### config.mk
export PLATFORM = sky130hd
export DESIGN_NAME = rst_seq_gen
export DESIGN_NICKNAME = d
export VERILOG_FILES = /design/src/rtl/rst_seq_gen.sv
export SDC_FILE = /design/constraint.sdc
export NUM_CORES = 1
export LEC_CHECK = 0
export BUFFER_PORTS_ARGS = -buffer_cell sky130_fd_sc_hd__buf_4
export CORE_MARGIN = 2
export CORE_UTILIZATION = 47
export DETAILED_ROUTE_END_ITERATION = 12
export PLACE_DENSITY = 0.71
export SKIP_LAST_GASP = 1
export SLEW_MARGIN = 20
export SYNTH_ARGS = -nofsm -noshare
export SYNTH_HDL_FRONTEND = slang
export SYNTH_SLANG_ARGS = --single-unit
### constraint.sdc
create_clock -name clk -period 5.35 [get_ports clk]
set_clock_uncertainty 0.2 [all_clocks]
set_input_delay 1.07 -clock clk [delete_from_list [all_inputs] [get_ports clk]]
set_output_delay 1.07 -clock clk [all_outputs]
set_load 0.1 [all_outputs]
### src/rtl/rst_seq_gen.sv
// rst_seq_gen: holds all reset domains, then releases them one by one in ascending order.
// Optional RSTSEQ_STAGED_ASSERT_EN: a software request asserts the domains top-down before re-sequencing.
module rst_seq_gen #(
    parameter int unsigned NDOM     = 4,
    parameter int unsigned HOLD_CYC = 16,
    parameter int unsigned GAP_CYC  = 4,
    parameter int unsigned CW       = 8
) (
    input  logic            clk,
    input  logic            rst,
    input  logic            sw_req,
    output logic            sw_ack,
    output logic [NDOM-1:0] dom_rst_n,
    output logic            busy,
    output logic            done
);

    localparam int unsigned   IW        = (NDOM > 1) ? $clog2(NDOM) : 1;
    localparam logic [CW-1:0] HOLD_LAST = CW'(HOLD_CYC - 1);
    localparam logic [CW-1:0] GAP_LAST  = CW'(GAP_CYC - 1);
    localparam logic [IW-1:0] IDX_PRE   = IW'((NDOM > 1) ? NDOM - 2 : 0);
`ifdef RSTSEQ_STAGED_ASSERT_EN
    localparam logic [IW-1:0] IDX_TOP   = IW'(NDOM - 1);
`endif

    // Reject parameter sets the counters cannot represent.
    if (NDOM < 1 || HOLD_CYC < 1 || GAP_CYC < 1) begin : g_bad_min
        $error("rst_seq_gen: NDOM, HOLD_CYC and GAP_CYC must all be >= 1");
    end
    if (64'(HOLD_CYC) > (64'd1 << CW) || 64'(GAP_CYC) > (64'd1 << CW)
        || 64'(NDOM) > (64'd1 << CW)) begin : g_bad_cw
        $error("rst_seq_gen: HOLD_CYC, GAP_CYC and NDOM must fit in 2^CW");
    end

    typedef enum logic [1:0] {
        ST_HOLD = 2'd0,
        ST_REL  = 2'd1,
        ST_IDLE = 2'd2
`ifdef RSTSEQ_STAGED_ASSERT_EN
        , ST_ASRT = 2'd3
`endif
    } state_e;

    state_e            state_q;
    logic [CW-1:0]     cnt_q;
    logic [IW-1:0]     idx_q;
    logic [NDOM-1:0]   dom_rst_n_q;
    logic              busy_q;
    logic              done_q;
    logic              sw_ack_q;

    // One-hot select of the domain following the current index.
    logic [NDOM-1:0]   rel_bit_d;
`ifdef RSTSEQ_STAGED_ASSERT_EN
    logic [NDOM-1:0]   clr_bit_d;
`endif

    always_comb begin
        rel_bit_d = '0;
`ifdef RSTSEQ_STAGED_ASSERT_EN
        clr_bit_d = '0;
`endif
        for (int unsigned k = 0; k < NDOM; k++) begin
            if (k == 32'(idx_q) + 32'd1) begin
                rel_bit_d[k] = 1'b1;
            end
`ifdef RSTSEQ_STAGED_ASSERT_EN
            if (k + 32'd1 == 32'(idx_q)) begin
                clr_bit_d[k] = 1'b1;
            end
`endif
        end
    end

    always_ff @(posedge clk) begin
        sw_ack_q <= 1'b0;
        if (rst) begin
            state_q     <= ST_HOLD;
            cnt_q       <= '0;
            idx_q       <= '0;
            dom_rst_n_q <= '0;
            busy_q      <= 1'b1;
            done_q      <= 1'b0;
        end else begin
            case (state_q)
                ST_HOLD: begin
                    if (cnt_q == HOLD_LAST) begin
                        dom_rst_n_q[0] <= 1'b1;
                        cnt_q          <= '0;
                        idx_q          <= '0;
                        if (NDOM == 1) begin
                            state_q <= ST_IDLE;
                            busy_q  <= 1'b0;
                            done_q  <= 1'b1;
                        end else begin
                            state_q <= ST_REL;
                        end
                    end else begin
                        cnt_q <= cnt_q + CW'(1);
                    end
                end

                ST_REL: begin
                    if (cnt_q == GAP_LAST) begin
                        dom_rst_n_q <= dom_rst_n_q | rel_bit_d;
                        idx_q       <= idx_q + IW'(1);
                        cnt_q       <= '0;
                        // Releasing the last domain completes the sequence.
                        if (idx_q == IDX_PRE) begin
                            state_q <= ST_IDLE;
                            busy_q  <= 1'b0;
                            done_q  <= 1'b1;
                        end
                    end else begin
                        cnt_q <= cnt_q + CW'(1);
                    end
                end

                ST_IDLE: begin
                    if (sw_req) begin
                        sw_ack_q <= 1'b1;
                        busy_q   <= 1'b1;
                        done_q   <= 1'b0;
                        cnt_q    <= '0;
`ifdef RSTSEQ_STAGED_ASSERT_EN
                        if (NDOM == 1) begin
                            dom_rst_n_q <= '0;
                            idx_q       <= '0;
                            state_q     <= ST_HOLD;
                        end else begin
                            dom_rst_n_q[NDOM-1] <= 1'b0;
                            idx_q               <= IDX_TOP;
                            state_q             <= ST_ASRT;
                        end
`else
                        dom_rst_n_q <= '0;
                        idx_q       <= '0;
                        state_q     <= ST_HOLD;
`endif
                    end
                end

`ifdef RSTSEQ_STAGED_ASSERT_EN
                // Top-down assertion; reaching domain 0 hands over to the hold phase.
                ST_ASRT: begin
                    if (cnt_q == GAP_LAST) begin
                        dom_rst_n_q <= dom_rst_n_q & ~clr_bit_d;
                        cnt_q       <= '0;
                        if (idx_q == IW'(1)) begin
                            idx_q   <= '0;
                            state_q <= ST_HOLD;
                        end else begin
                            idx_q <= idx_q - IW'(1);
                        end
                    end else begin
                        cnt_q <= cnt_q + CW'(1);
                    end
                end
`endif

                default: begin
                    state_q     <= ST_HOLD;
                    cnt_q       <= '0;
                    idx_q       <= '0;
                    dom_rst_n_q <= '0;
                    busy_q      <= 1'b1;
                    done_q      <= 1'b0;
                end
            endcase
        end
    end

    assign sw_ack    = sw_ack_q;
    assign dom_rst_n = dom_rst_n_q;
    assign busy      = busy_q;
    assign done      = done_q;

endmodule

== Word level (Yosys, flattened, before mapping) ==
Index checks and enable logic that the tools add are counted.

* $add $sub $neg: 3
* Equality and inequality tests: 12
* Multiplexer cells: 30
* Bitwise logic cells: 3
* Reduce and logical (&&, ||, !) cells: 7

{| class="wikitable"
|+ Operators with widths
! kind !! number
|-
| $eq 1x32->1 const A || 1
|-
| $eq 2x32->1 const A || 1
|-
| $logic_not 32->1 || 1
|-
| $mux 8 || 3
|-
| $pmux 8 s3 || 1
|-
| $mux 1 || 12
|-
| $mux 2 || 6
|-
| $pmux 2 s3 || 2
|-
| $pmux 1 s3 || 3
|-
| $pmux 3 s3 || 1
|-
| $add 8x1->8 const B || 1
|-
| $eq 8x2->1 const B || 1
|-
| $eq 8x4->1 const B || 1
|-
| $mux 4 || 2
|-
| $ne 2x2->1 const B || 4
|-
| $reduce_and 4->1 || 2
|-
| $reduce_and 3->1 || 2
|-
| $eq 2x2->1 const B || 2
|-
| $or 4x4->4 || 1
|-
| $add 2x1->3 const B || 1
|-
| $eq 2x3->1 const A || 1
|-
| $add 2x1->2 const B || 1
|-
| $eq 2x1->1 const B || 1
|-
| $logic_not 2->1 || 1
|-
| other kinds (2) || 3
|}

* Flip-flop bits (word level): 19
* Input bits: 3
* Output and inout port bits: 7
* Logic and storage cells: 63

== Longest topological paths before layout ==
Gate-level depths: netlist of the first run.

* Word-level depth: 6
* Gate-level depth with buffers: 5
* Gate-level depth less buffers: 5

== Least setup slack after synthesis of the first run ==
OpenSTA, ideal clock, no wires.

* Path type: input-to-reg
* Start point: in sw_req
* End point: reg dom_rst_n_q[0] (netlist: dom_rst_n[0])
* Setup time: 0.118 ns
* Data arrival time: 1.906 ns
* Required time: 5.032 ns
* Path slack: 3.127 ns
* Stages on the path: 4
* Path buffers: 0
* Cell sequence: o21ai_0 > o21ai_4 > a31o_4 > a22o_1

* Longest elaborated chain between the ends: 2

{| class="wikitable"
|+ RTL lines
! what !! RTL line !! source
|-
| start, declared || 11 || <nowiki>input logic sw_req,</nowiki>
|-
| $ne 2x2->1 (no source line) || n/a ||
|-
| $reduce_and 3->1 (no source line) || n/a ||
|-
| end signal, assigned || 105 || <nowiki>dom_rst_n_q <= dom_rst_n_q | rel_bit_d;</nowiki>
|-
| end, declared || 47 || <nowiki>logic [NDOM-1:0] dom_rst_n_q;</nowiki>
|}

No other way between the ends.
A chain may end at the register's enable or synchronous reset.

== Worst setup path in the final report of the first run ==
* Start point: reg dom_rst_n_q[1] (netlist: dom_rst_n[1])
* End point: out dom_rst_n[1]

{| class="wikitable"
|+ RTL lines
! what !! RTL line !! source
|-
| end, declared || 13 || <nowiki>output logic [NDOM-1:0] dom_rst_n,</nowiki>
|}

No word-level cell between the ends.

==> impl_metrics.prom, run 1 <==
# TYPE chip_impl_metric gauge
chip_impl_info{name="critical_path.cell_chain",value="buf_4"} 1
chip_impl_metric{name="area_growth_syn_to_layout",unit="%"} 12.38
chip_impl_metric{name="critical_path_fanouts_max",unit=""} 2
chip_impl_metric{name="report.final.slew_viol_count",unit=""} 0
chip_impl_metric{name="portBuffers",unit=""} 9
chip_impl_info{name="most_utilized_layer_in_the_global_route_result",value="met1"} 1
chip_impl_metric{name="hold_violations",unit=""} 0
chip_impl_metric{name="critical_path_arrival",unit="ns"} 0.95
chip_impl_metric{name="ctsResizeCount",unit=""} 0
chip_impl_info{name="leading_cell_type_by_number_of_instances_after_synthesis",value="sky130_fd_sc_hd__dfxtp_1"} 1
chip_impl_metric{name="peakVddDrop",unit="mV"} 0.1287
chip_impl_metric{name="post-cts-setup-buffers",unit=""} 0
chip_impl_metric{name="slew_at_the_pin_closest_to_its_max_slew_limit",unit="ns"} 0.5434
chip_impl_metric{name="maxClockFrequency",unit="GHz"} 0.4502
chip_impl_metric{name="timing.reg2reg.setup_slack",unit="ns"} 3.32
chip_impl_metric{name="netlist-cell-type-count",unit=""} 37
chip_impl_info{name="ys_top_cells_by_area",value="sky130_fd_sc_hd__dfxtp_1, sky130_fd_sc_hd__ha_1, sky130_fd_sc_hd__nor2_1"} 1
chip_impl_metric{name="drt-pass1-iter-count",unit=""} 4
chip_impl_metric{name="die_area",unit="µm²"} 2350
chip_impl_metric{name="route.final.wire_length",unit="µm"} 1768
chip_impl_info{name="worst_r2r_endpoint",value="busy"} 1
chip_impl_info{name="hold_start",value="done"} 1
chip_impl_metric{name="average_cell_area_after_synthesis",unit="µm²"} 9.026
chip_impl_metric{name="post_synth_instance_area",unit="µm²"} 929.6
chip_impl_metric{name="dr_total_vias",unit=""} 766
chip_impl_metric{name="met1_usage",unit="%"} 25.00
chip_impl_metric{name="antenna_found_initial",unit=""} 0
chip_impl_metric{name="cellPowerDensity",unit="nW/µm²"} 222.3
chip_impl_metric{name="final_cell_area",unit="µm²"} 1045
chip_impl_metric{name="synth_seq_area_share",unit="%"} 40.92
chip_impl_info{name="clock_tree.root_cell",value="sky130_fd_sc_hd__clkbuf_4"} 1
chip_impl_metric{name="drc",unit=""} 0
chip_impl_metric{name="path_clk_slew",unit="ns"} 0.11
chip_impl_metric{name="congestion_overflow_gr",unit=""} 0
chip_impl_info{name="min_delay_worst_endpoint",value="done"} 1
chip_impl_metric{name="timing.critical_path.buf_inv",unit=""} 1
chip_impl_metric{name="share_of_cells_above_drive_strength_1",unit="%"} 15.93
chip_impl_metric{name="grtUsageTotal",unit="%"} 17.68
chip_impl_info{name="worstSetupPathType",value="reg -> out"} 1
chip_impl_metric{name="dieWidth",unit="µm"} 48.48
chip_impl_metric{name="totalNegativeSetupSlack",unit="ns"} 0
chip_impl_metric{name="gr-usage-met3",unit="%"} 4.012
chip_impl_metric{name="gr_layer_usage_met2",unit="%"} 24.77
chip_impl_info{name="worstSetupStartpointType",value="flop"} 1
chip_impl_info{name="synth_top_cells_by_count",value="sky130_fd_sc_hd__dfxtp_1, sky130_fd_sc_hd__nor2_1, sky130_fd_sc_hd__a21oi_1, sky130_fd_sc_hd__inv_1, sky130_fd_sc_hd__ha_1"} 1
chip_impl_metric{name="pre_cts_ws",unit="ns"} 2.917
chip_impl_metric{name="worst_hold_path.num_cells",unit=""} 2
chip_impl_metric{name="global_route_wire_length_before_repair",unit="µm"} 3249
chip_impl_info{name="worst_path_max_delay_cell",value="sky130_fd_sc_hd__dfxtp_1"} 1
chip_impl_metric{name="io-pin-count",unit=""} 10
chip_impl_metric{name="wl_per_cell",unit="µm"} 12.63
chip_impl_metric{name="core-area",unit="µm²"} 1922
chip_impl_metric{name="final.setup.worst_slack",unit="ns"} 3.129
chip_impl_info{name="worstReg2RegStart",value="cnt_q[0]"} 1
chip_impl_metric{name="n_antenna_cell",unit=""} 0
chip_impl_info{name="hold_path.class",value="reg -> reg"} 1
chip_impl_metric{name="final_antenna_net_count",unit=""} 0
chip_impl_metric{name="max-cap-violations",unit=""} 0
chip_impl_metric{name="synth_nets",unit=""} 111
chip_impl_metric{name="synth-edff-count",unit=""} 0
chip_impl_metric{name="synth_seq_cells",unit=""} 19
chip_impl_info{name="ys_dominant_reg_cell",value="sky130_fd_sc_hd__dfxtp_1"} 1
chip_impl_metric{name="worstPathRequired",unit="ns"} 4.08
chip_impl_metric{name="async_reset_ff_share",unit="%"} 0
chip_impl_metric{name="num-nets-final",unit=""} 122
chip_impl_info{name="unrepaired_setup_endpoints_after_global_routing",value="no"} 1
chip_impl_metric{name="clock_latency_on_the_worst_skew_pair",unit="ns"} 0.30
chip_impl_info{name="endpoint_kind",value="output pin"} 1
chip_impl_metric{name="first_global_vias",unit=""} 747
chip_impl_metric{name="timing.final.setup_violations",unit=""} 0
chip_impl_metric{name="power.leakage",unit="nW"} 0.3820
chip_impl_metric{name="gp_congestion",unit=""} 0.7722
chip_impl_metric{name="cts_made_buffers",unit=""} 3
chip_impl_info{name="status",value="finished, final reports clean"} 1
chip_impl_metric{name="post_synthesis_cells",unit=""} 103
chip_impl_info{name="synth.largest_area_cell",value="sky130_fd_sc_hd__dfxtp_1"} 1
chip_impl_metric{name="cts.hold.buffers_added",unit=""} 0
chip_impl_info{name="clock_tree_from_tritoncts",value="done"} 1
chip_impl_metric{name="relSlewSlack",unit="%"} 63.47
chip_impl_metric{name="max_stage_delay",unit="ns"} 0.36
chip_impl_metric{name="post_route_minimum_period",unit="ns"} 2.221
chip_impl_metric{name="grt_start_max_net_pins",unit=""} 14
chip_impl_metric{name="clock_path_buffers",unit=""} 2
chip_impl_metric{name="yosys_warnings",unit=""} 0
chip_impl_metric{name="postPlaceCellArea",unit="µm²"} 1018
chip_impl_metric{name="avgViaCountPerCell",unit=""} 5.471
chip_impl_metric{name="synth_top_area_share",unit="%"} 40.92
chip_impl_metric{name="rows",unit=""} 16
chip_impl_metric{name="reg2regPathDepth",unit=""} 5
chip_impl_metric{name="min_period_over_period",unit="%"} 41.52
chip_impl_metric{name="clock_sinks",unit=""} 19
chip_impl_metric{name="drt_iter0_drc",unit=""} 21
chip_impl_info{name="worst_path_dominant_cell_family",value="flip-flops"} 1
chip_impl_metric{name="dpl.hpwl",unit="µm"} 1268
chip_impl_metric{name="floorplan.initialDensity",unit="%"} 48.37
chip_impl_metric{name="floorplan.die.height",unit="µm"} 48.48
chip_impl_metric{name="ctsHtreeMaxLevel",unit=""} 1
==> worst min-delay path: stages, from the launching register on <==
cell	delay [ns]
sky130_fd_sc_hd__dfxtp_1	0.33
sky130_fd_sc_hd__inv_1	0.05
sky130_fd_sc_hd__a21oi_1	0.05
==> per-stage QoR <==
step	power (W)	hold slack [ns]	std cells	util [%]
2_1_floorplan	0.0001570	0.2619	103	-
3_3_place_gp	0.0001600	0.2353	136	52.99
3_5_place_dp	0.0001606	0.2439	136	52.99
4_1_cts	0.0002341	0.2615	140	54.36
5_1_grt	0.0002425	0.2941	140	54.36
6_report	0.0002322	0.2561	140	54.36
==> placed cells by master (no fill, tap or decap) <==
cell	synthesis	layout
sky130_fd_sc_hd__dfxtp_1	19	19
sky130_fd_sc_hd__nor2_1	14	14
sky130_fd_sc_hd__a21oi_1	9	9
sky130_fd_sc_hd__buf_4	0	9
sky130_fd_sc_hd__inv_1	6	6
sky130_fd_sc_hd__ha_1	5	5
sky130_fd_sc_hd__a31oi_1	4	4
sky130_fd_sc_hd__nand3_1	4	4
sky130_fd_sc_hd__nand2b_1	3	3
sky130_fd_sc_hd__nand2_1	3	3
sky130_fd_sc_hd__o211ai_1	3	3
sky130_fd_sc_hd__clkbuf_4	0	3
sky130_fd_sc_hd__o21ai_0	2	2
sky130_fd_sc_hd__nand3b_1	2	2
sky130_fd_sc_hd__nor3_1	2	2
sky130_fd_sc_hd__o31ai_1	2	2
sky130_fd_sc_hd__nand4_1	2	2
sky130_fd_sc_hd__or4_4	1	1
sky130_fd_sc_hd__or4bb_1	1	1
sky130_fd_sc_hd__o21ai_4	1	1
sky130_fd_sc_hd__o21ai_2	1	1
sky130_fd_sc_hd__nor3b_2	1	1
sky130_fd_sc_hd__and3_1	1	1
sky130_fd_sc_hd__nor4bb_1	1	1
sky130_fd_sc_hd__and4b_1	1	1
sky130_fd_sc_hd__nor4_2	1	1
sky130_fd_sc_hd__o21ai_1	1	1
sky130_fd_sc_hd__o31a_1	1	1
sky130_fd_sc_hd__a31o_4	1	1
sky130_fd_sc_hd__xnor2_1	1	1
sky130_fd_sc_hd__a211oi_1	1	1
sky130_fd_sc_hd__a32oi_1	1	1
sky130_fd_sc_hd__a22oi_1	1	1
sky130_fd_sc_hd__nor4b_1	1	1
sky130_fd_sc_hd__nor2b_1	1	1
sky130_fd_sc_hd__a22o_1	1	1
sky130_fd_sc_hd__a21o_1	1	1
sky130_fd_sc_hd__clkbuf_1	2	1
==> registers in the layout, indices dropped and copies added, names as in the netlist <==
name and count:
done 1, state_q 2, sw_ack 1, cnt_q 8
idx_q 2, dom_rst_n 4, busy 1
==> power by group <==
group	internal (W)	switching (W)
clock	0.0000291	0.0000457
combinational	0.00000544	0.00000650
sequential	0.000143	0.00000218
total	0.000178	0.0000543
==> routing by layer <==
metal	up-vias	share of wire, %
li1	398	-
met1	334	51
met2	29	40
met3	5	6.6
met4	0	2.7
met5	-	0
==> worst max-delay path by stage <==
stage / startpoint / endpoint / slack, ns / depth (start not counted)
floorplan: sw_req / dom_rst_n[0] / 3.13 / 4
global placement: sw_req / dom_rst_n[0] / 2.95 / 5
detailed placement: sw_req / idx_q[1] / 2.92 / 5
CTS: dom_rst_n[1] / dom_rst_n[1] / 3.12 / 1
global route: dom_rst_n[1] / dom_rst_n[1] / 3.09 / 1
finish: dom_rst_n[1] / dom_rst_n[1] / 3.13 / 1
==> cell families (layout without fill, tap and decap cells) <==
logic type / count (synthesis) / in the layout / synth area share (%)
flip-flops: 19 / 19 / 40.91
buffers and inverters: 9 / 19 / 3.768
XOR/XNOR: 1 / 1 / 0.9423
adder cells (fa/ha/maj): 5 / 5 / 6.729
AO/OA/AOI/OAI: 30 / 30 / 23.02
AND/OR/NAND/NOR: 39 / 39 / 24.63
==> cell type report <==
cell class / count / area [µm²]
timing repair buffer: 9 / 67.56
tap: 27 / 33.78
sequential: 19 / 380.4
inverter: 6 / 22.52
multi-input combinational: 75 / 514.2
clock buffer: 4 / 26.28
fill: 190 / 877.1
No activity file was read; power rests on OpenSTA's default activity.
==> inputs of run 2 (changes only) <==
--- a/config.mk
+++ b/config.mk
@@ -9,7 +9,7 @@
 export CORE_MARGIN = 2
 export CORE_UTILIZATION = 47
 export DETAILED_ROUTE_END_ITERATION = 12
-export PLACE_DENSITY = 0.71
+export PLACE_DENSITY = 0.74
 export SKIP_LAST_GASP = 1
 export SLEW_MARGIN = 20
 export SYNTH_ARGS = -nofsm -noshare
==> constraint.sdc (replaced) <==
create_clock -name clk -period 1.9 [get_ports clk]
set_clock_uncertainty 0.2 [all_clocks]
set_input_delay 0.38 -clock clk [delete_from_list [all_inputs] [get_ports clk]]
set_output_delay 0.38 -clock clk [all_outputs]
set_load 0.1 [all_outputs]
==> impl_metrics.prom, run 2 (synthesis gave the netlist of run 1 again) <==
# TYPE chip_impl_metric gauge
chip_impl_info{name="status",value="finished, final reports clean"} 1
chip_impl_metric{name="max_stage_delay",unit="ns"} 0.42
chip_impl_info{name="regMostFlops",value="cnt_q"} 1
chip_impl_metric{name="hold_violations",unit=""} 0
chip_impl_metric{name="fin_worst_hold_slack",unit="ns"} 0.1240
chip_impl_metric{name="gp_congestion",unit=""} 0.8443
chip_impl_metric{name="multi_input_gate_area_in_the_final_layout",unit="µm²"} 530.5
chip_impl_metric{name="drt-pass1-iter-count",unit=""} 4
chip_impl_metric{name="cts_made_buffers",unit=""} 3
chip_impl_info{name="hold_path.class",value="in -> reg"} 1
chip_impl_metric{name="postPlaceCellArea",unit="µm²"} 1071
chip_impl_metric{name="min_period_over_period",unit="%"} 94.59
chip_impl_metric{name="floorplan.die.height",unit="µm"} 48.48
chip_impl_metric{name="dpl.hpwl",unit="µm"} 1447
chip_impl_metric{name="clock_latency_on_the_worst_skew_pair",unit="ns"} 0.31
chip_impl_metric{name="dr_total_vias",unit=""} 826
chip_impl_info{name="mostFrequentLayoutCells",value="sky130_fd_sc_hd__dfxtp_1, sky130_fd_sc_hd__buf_4, sky130_fd_sc_hd__nor2_1, sky130_fd_sc_hd__a21oi_1, sky130_fd_sc_hd__inv_1"} 1
chip_impl_metric{name="drc",unit=""} 0
chip_impl_metric{name="report.final.slew_viol_count",unit=""} 0
chip_impl_metric{name="ctsHtreeMaxLevel",unit=""} 1
chip_impl_metric{name="rows",unit=""} 16
chip_impl_metric{name="die_area",unit="µm²"} 2350
chip_impl_metric{name="relSlewSlack",unit="%"} 66.28
chip_impl_info{name="clock_tree.root_cell",value="sky130_fd_sc_hd__clkbuf_4"} 1
chip_impl_info{name="worstSetupPathType",value="reg -> reg"} 1
chip_impl_metric{name="final_cell_area",unit="µm²"} 1129
chip_impl_metric{name="antenna_found_initial",unit=""} 0
chip_impl_metric{name="grt_start_max_net_pins",unit=""} 14
chip_impl_metric{name="area_growth_syn_to_layout",unit="%"} 21.40
chip_impl_metric{name="avgViaCountPerCell",unit=""} 5.581
chip_impl_metric{name="route.final.wire_length",unit="µm"} 2009
chip_impl_info{name="worstSetupStartpointType",value="flop"} 1
chip_impl_metric{name="post_route_minimum_period",unit="ns"} 1.797
chip_impl_metric{name="wl_per_cell",unit="µm"} 13.57
chip_impl_metric{name="drt_iter0_drc",unit=""} 32
chip_impl_metric{name="critical_path_fanouts_max",unit=""} 6
chip_impl_metric{name="num-nets-final",unit=""} 130
chip_impl_metric{name="critical_path_arrival",unit="ns"} 1.84
chip_impl_metric{name="first_global_vias",unit=""} 822
chip_impl_info{name="worst_path_max_delay_cell",value="sky130_fd_sc_hd__o21ai_1"} 1
chip_impl_info{name="critical_path.cell_chain",value="ha_4, and4b_1, o21ai_1, o211ai_1, a31oi_1"} 1
chip_impl_metric{name="power.leakage",unit="nW"} 0.4248
chip_impl_metric{name="worstPathRequired",unit="ns"} 1.94
chip_impl_metric{name="timing.final.setup_violations",unit=""} 0
chip_impl_metric{name="largest_register_ff_count",unit=""} 8
chip_impl_metric{name="clock_sinks",unit=""} 19
chip_impl_metric{name="congestion_overflow_gr",unit=""} 0
chip_impl_info{name="clock_tree_from_tritoncts",value="done"} 1
chip_impl_metric{name="dieWidth",unit="µm"} 48.48
chip_impl_metric{name="core-area",unit="µm²"} 1922
chip_impl_metric{name="portBuffers",unit=""} 9
chip_impl_metric{name="final-seq-area",unit="µm²"} 384.1
chip_impl_metric{name="slew_at_the_pin_closest_to_its_max_slew_limit",unit="ns"} 0.5024
chip_impl_metric{name="grtUsageTotal",unit="%"} 19.34
chip_impl_metric{name="final_util",unit="%"} 58.72
chip_impl_metric{name="path_clk_slew",unit="ns"} 0.10
chip_impl_metric{name="number_of_fillers_in_the_final_layout",unit=""} 180
chip_impl_metric{name="final_antenna_net_count",unit=""} 0
chip_impl_metric{name="max-cap-violations",unit=""} 0
chip_impl_metric{name="io-pin-count",unit=""} 10
chip_impl_metric{name="floorplan.initialDensity",unit="%"} 48.37
chip_impl_metric{name="cellPowerDensity",unit="nW/µm²"} 589.2
chip_impl_metric{name="peakVddDrop",unit="mV"} 0.4319
chip_impl_metric{name="clock_path_buffers",unit=""} 2
chip_impl_metric{name="share_of_cells_above_drive_strength_1",unit="%"} 25.62
chip_impl_info{name="endpoint_kind",value="flop"} 1
chip_impl_metric{name="n_antenna_cell",unit=""} 0
chip_impl_metric{name="maxClockFrequency",unit="GHz"} 0.5564
chip_impl_metric{name="global_route_wire_length_before_repair",unit="µm"} 3519
run 2: cell types whose count changed in the layout (fill, tap and decap cells not counted):
cell / delta
sky130_fd_sc_hd__ha_4: +1
sky130_fd_sc_hd__ha_1: -1
sky130_fd_sc_hd__or4bb_1: -1
sky130_fd_sc_hd__dfxtp_1: -3
sky130_fd_sc_hd__dfxtp_2: +3
sky130_fd_sc_hd__buf_6: +1
sky130_fd_sc_hd__buf_4: +7
sky130_fd_sc_hd__or4bb_4: +1
run 2: repair_timing:
action	4_1_cts	5_1_grt
hold buffers	0	0
gates cloned	0	0
pin swaps	0	3
buffers inserted	0	1
setup endpoints to repair	4	12
gates resized for setup	2	5
run 2: area by class of cell:
class | instances | share of cell area [%]
Inverter | 6 | 1.996
Timing Repair Buffer | 17 | 11.64
Clock buffer | 4 | 2.328
Tap cell | 27 | 2.993
Sequential cell | 19 | 34.04
Multi-Input combinational cell | 75 | 47.01
run 2: metrics by stage:
step                      power (W)  worst slack, ns  cells  setup TNS (ns)
after floorplan           0.0004421          0.02840    103               0
final                     0.0006649           0.1028    148               0
after detailed placement  0.0004559         -0.01286    143        -0.01286
after global routing      0.0006909        -0.005002    148       -0.005002
after global placement    0.0004540          0.05451    143               0
after CTS                 0.0006630         0.005691    147               0
run 2: final timing paths:
check | start | to | slack [ns] | cells after the start
hold / removal | rst | cnt_q[1] | 0.12 | 2
hold reg to reg | done | done | 0.25 | 2
setup / recovery | cnt_q[0] | cnt_q[7] | 0.10 | 5
setup reg to reg | cnt_q[0] | cnt_q[7] | 0.10 | 5
run 2: layer usage:
layer / GRT usage (%) / vias up / share of wire (%)
met5: 0 / - / 0
met4: 9.048 / 0 / 1.3
met3: 4.012 / 3 / 5.0
met2: 30.56 / 23 / 47
met1: 25.44 / 384 / 46
li1: - / 416 / -
run 2: critical path: cells and delay by family, from the launching register on:
family          cells  cell delay, ns
compound gates      3            0.79
flops               1            0.36
simple gates        1            0.22
fa+ha+maj           1            0.16
run 2: power breakdown:
part	internal [W]	leakage, nW	switching, W
Clock	0.0000822	0.0150	0.000129
Sequential	0.000404	0.155	0.00000789
Combinational	0.0000212	0.255	0.0000207
==> inputs of run 3 (changes only) <==
--- a/config.mk
+++ b/config.mk
@@ -7,9 +7,9 @@
 export LEC_CHECK = 0
 export BUFFER_PORTS_ARGS = -buffer_cell sky130_fd_sc_hd__buf_4
 export CORE_MARGIN = 2
-export CORE_UTILIZATION = 47
+export CORE_UTILIZATION = 40
 export DETAILED_ROUTE_END_ITERATION = 12
-export PLACE_DENSITY = 0.74
+export PLACE_DENSITY_LB_ADDON = 0.1
 export SKIP_LAST_GASP = 1
 export SLEW_MARGIN = 20
 export SYNTH_ARGS = -nofsm -noshare
==> impl_metrics.prom, run 3 (synthesis gave the netlist of run 1 again) <==
# TYPE chip_impl_metric gauge
chip_impl_metric{name="peakVddDrop",unit="mV"} 0.4807
chip_impl_metric{name="clock_sinks",unit=""} 19
chip_impl_metric{name="area_growth_syn_to_layout",unit="%"} 25.98
chip_impl_metric{name="clock_path_buffers",unit=""} 2
chip_impl_metric{name="global_route_wire_length_before_repair",unit="µm"} 3408
chip_impl_metric{name="grt_start_max_net_pins",unit=""} 14
chip_impl_metric{name="relSlewSlack",unit="%"} 78.71
chip_impl_info{name="clock_tree_from_tritoncts",value="done"} 1
chip_impl_metric{name="max-cap-violations",unit=""} 0
chip_impl_metric{name="first_global_vias",unit=""} 781
chip_impl_metric{name="final_util",unit="%"} 52.94
chip_impl_info{name="worst_setup_path_startpoint",value="cnt_q[0]"} 1
chip_impl_metric{name="final_cell_area",unit="µm²"} 1171
chip_impl_metric{name="drc",unit=""} 0
chip_impl_metric{name="floorplan.die.height",unit="µm"} 52.21
chip_impl_metric{name="io-pin-count",unit=""} 10
chip_impl_metric{name="floorplan.initialDensity",unit="%"} 42.02
chip_impl_info{name="regMostFlops",value="cnt_q"} 1
chip_impl_metric{name="antenna_found_initial",unit=""} 0
chip_impl_info{name="worstSetupStartpointType",value="flop"} 1
chip_impl_metric{name="core-area",unit="µm²"} 2212
chip_impl_metric{name="final_antenna_net_count",unit=""} 0
chip_impl_metric{name="dpl.hpwl",unit="µm"} 1526
chip_impl_metric{name="rows",unit=""} 17
chip_impl_metric{name="wl_per_cell",unit="µm"} 13.90
chip_impl_metric{name="largest_register_ff_count",unit=""} 8
chip_impl_metric{name="gp_congestion",unit=""} 0.7359
chip_impl_metric{name="number_of_fillers_in_the_final_layout",unit=""} 219
chip_impl_metric{name="cts_made_buffers",unit=""} 3
chip_impl_metric{name="timing.final.setup_violations",unit=""} 0
chip_impl_metric{name="path_clk_slew",unit="ns"} 0.12
chip_impl_metric{name="cellPowerDensity",unit="nW/µm²"} 580.9
chip_impl_metric{name="hold_violations",unit=""} 0
chip_impl_metric{name="critical_path_arrival",unit="ns"} 1.86
chip_impl_metric{name="slew_at_the_pin_closest_to_its_max_slew_limit",unit="ns"} 0.3149
chip_impl_metric{name="portBuffers",unit=""} 9
chip_impl_metric{name="drt_iter0_drc",unit=""} 27
chip_impl_metric{name="post_route_minimum_period",unit="ns"} 1.828
chip_impl_info{name="mostFrequentLayoutCells",value="sky130_fd_sc_hd__buf_4, sky130_fd_sc_hd__dfxtp_1, sky130_fd_sc_hd__nor2_1, sky130_fd_sc_hd__a21oi_1, sky130_fd_sc_hd__inv_1"} 1
chip_impl_metric{name="avgViaCountPerCell",unit=""} 5.497
chip_impl_metric{name="num-nets-final",unit=""} 134
chip_impl_metric{name="drt-pass1-iter-count",unit=""} 4
chip_impl_metric{name="ctsHtreeMaxLevel",unit=""} 1
chip_impl_metric{name="share_of_cells_above_drive_strength_1",unit="%"} 30.40
chip_impl_metric{name="pre_cts_ws",unit="ns"} -0.001863
chip_impl_metric{name="power.leakage",unit="nW"} 0.4489
chip_impl_info{name="hold_start",value="rst"} 1
chip_impl_metric{name="congestion_overflow_gr",unit=""} 0
chip_impl_info{name="worstSetupPathType",value="reg -> reg"} 1
chip_impl_metric{name="report.final.slew_viol_count",unit=""} 0
chip_impl_info{name="endpoint_kind",value="flop"} 1
chip_impl_info{name="status",value="finished, final reports clean"} 1
chip_impl_info{name="clock_tree.root_cell",value="sky130_fd_sc_hd__clkbuf_4"} 1
chip_impl_metric{name="final.setup.worst_slack",unit="ns"} 0.07159
chip_impl_metric{name="critical_path_fanouts_max",unit=""} 5
chip_impl_metric{name="n_antenna_cell",unit=""} 0
chip_impl_metric{name="route.final.wire_length",unit="µm"} 2126
chip_impl_metric{name="postPlaceCellArea",unit="µm²"} 1110
chip_impl_metric{name="grtUsageTotal",unit="%"} 17.15
chip_impl_metric{name="maxClockFrequency",unit="GHz"} 0.5469
chip_impl_metric{name="cts.hold.buffers_added",unit=""} 0
chip_impl_metric{name="min_period_over_period",unit="%"} 96.23
chip_impl_metric{name="dieWidth",unit="µm"} 52.21
chip_impl_metric{name="post-cts-setup-buffers",unit=""} 0
chip_impl_metric{name="finalPower",unit="W"} 0.0006803
chip_impl_info{name="hold_path.class",value="in -> reg"} 1
chip_impl_metric{name="die_area",unit="µm²"} 2726
chip_impl_metric{name="worstPathRequired",unit="ns"} 1.93
chip_impl_metric{name="dr_total_vias",unit=""} 841
chip_impl_info{name="layout_commonest_cell",value="sky130_fd_sc_hd__buf_4"} 1
chip_impl_metric{name="clock_latency_on_the_worst_skew_pair",unit="ns"} 0.32
chip_impl_info{name="worstReg2RegStart",value="cnt_q[0]"} 1
[run 3: worst max-delay path, stage by stage (launching register included)]
cell	delay (ns)
sky130_fd_sc_hd__dfxtp_1	0.40
sky130_fd_sc_hd__ha_4	0.17
sky130_fd_sc_hd__or4bb_4	0.49
sky130_fd_sc_hd__o21ai_4	0.22
sky130_fd_sc_hd__o21ai_2	0.09
sky130_fd_sc_hd__a21o_1	0.17
[run 3: final cells by class]
type	instances	area [µm²]	area share [%]
Clock buffer	3	22.52	1.923
Clock inverter	1	5.005	0.4274
Inverter	6	22.52	1.923
Multi-Input combinational cell	75	545.5	46.58
Sequential cell	19	382.9	32.69
Tap cell	28	35.03	2.991
Timing Repair Buffer	21	157.7	13.46
[run 3: where the power goes]
part | internal, W | switching, W | total [W]
sequential | 0.000404 | 0.00000672 | 0.000411
combinational | 0.0000259 | 0.0000240 | 0.0000500
clock | 0.0000789 | 0.000140 | 0.000219
[run 3: path summary, 6_finish.rpt]
check / endpoint / slack, ns / cells after the start
worst max-delay path: busy / 0.07 / 5
worst min-delay path: state_q[1] / 0.11 / 2
worst max register to register: busy / 0.07 / 5
worst min register to register: done / 0.26 / 2
[run 3: per-layer routing]
layer	GRT usage, %	routed length, µm	part of all wire [%]	vias to the layer above
met5	0	0	0	-
met4	7.692	38	1.8	0
met3	3.429	83	3.9	4
met2	26.16	970	46	20
met1	23.31	1033	49	395
li1	-	-	-	422
[run 3: timing repair]
item	CTS	global route
resized for setup	2	6
pin swaps	0	3
endpoints found under the setup margin	2	13
[run 3: stage by stage]
step            TNS [ns]  cells  hold slack (ns)
6_report               0    153           0.1137
2_1_floorplan          0    103           0.2619
3_5_place_dp   -0.001863    149           0.2467
5_1_grt         -0.01178    153           0.1186
3_3_place_gp           0    149           0.2472
4_1_cts                0    153           0.1126
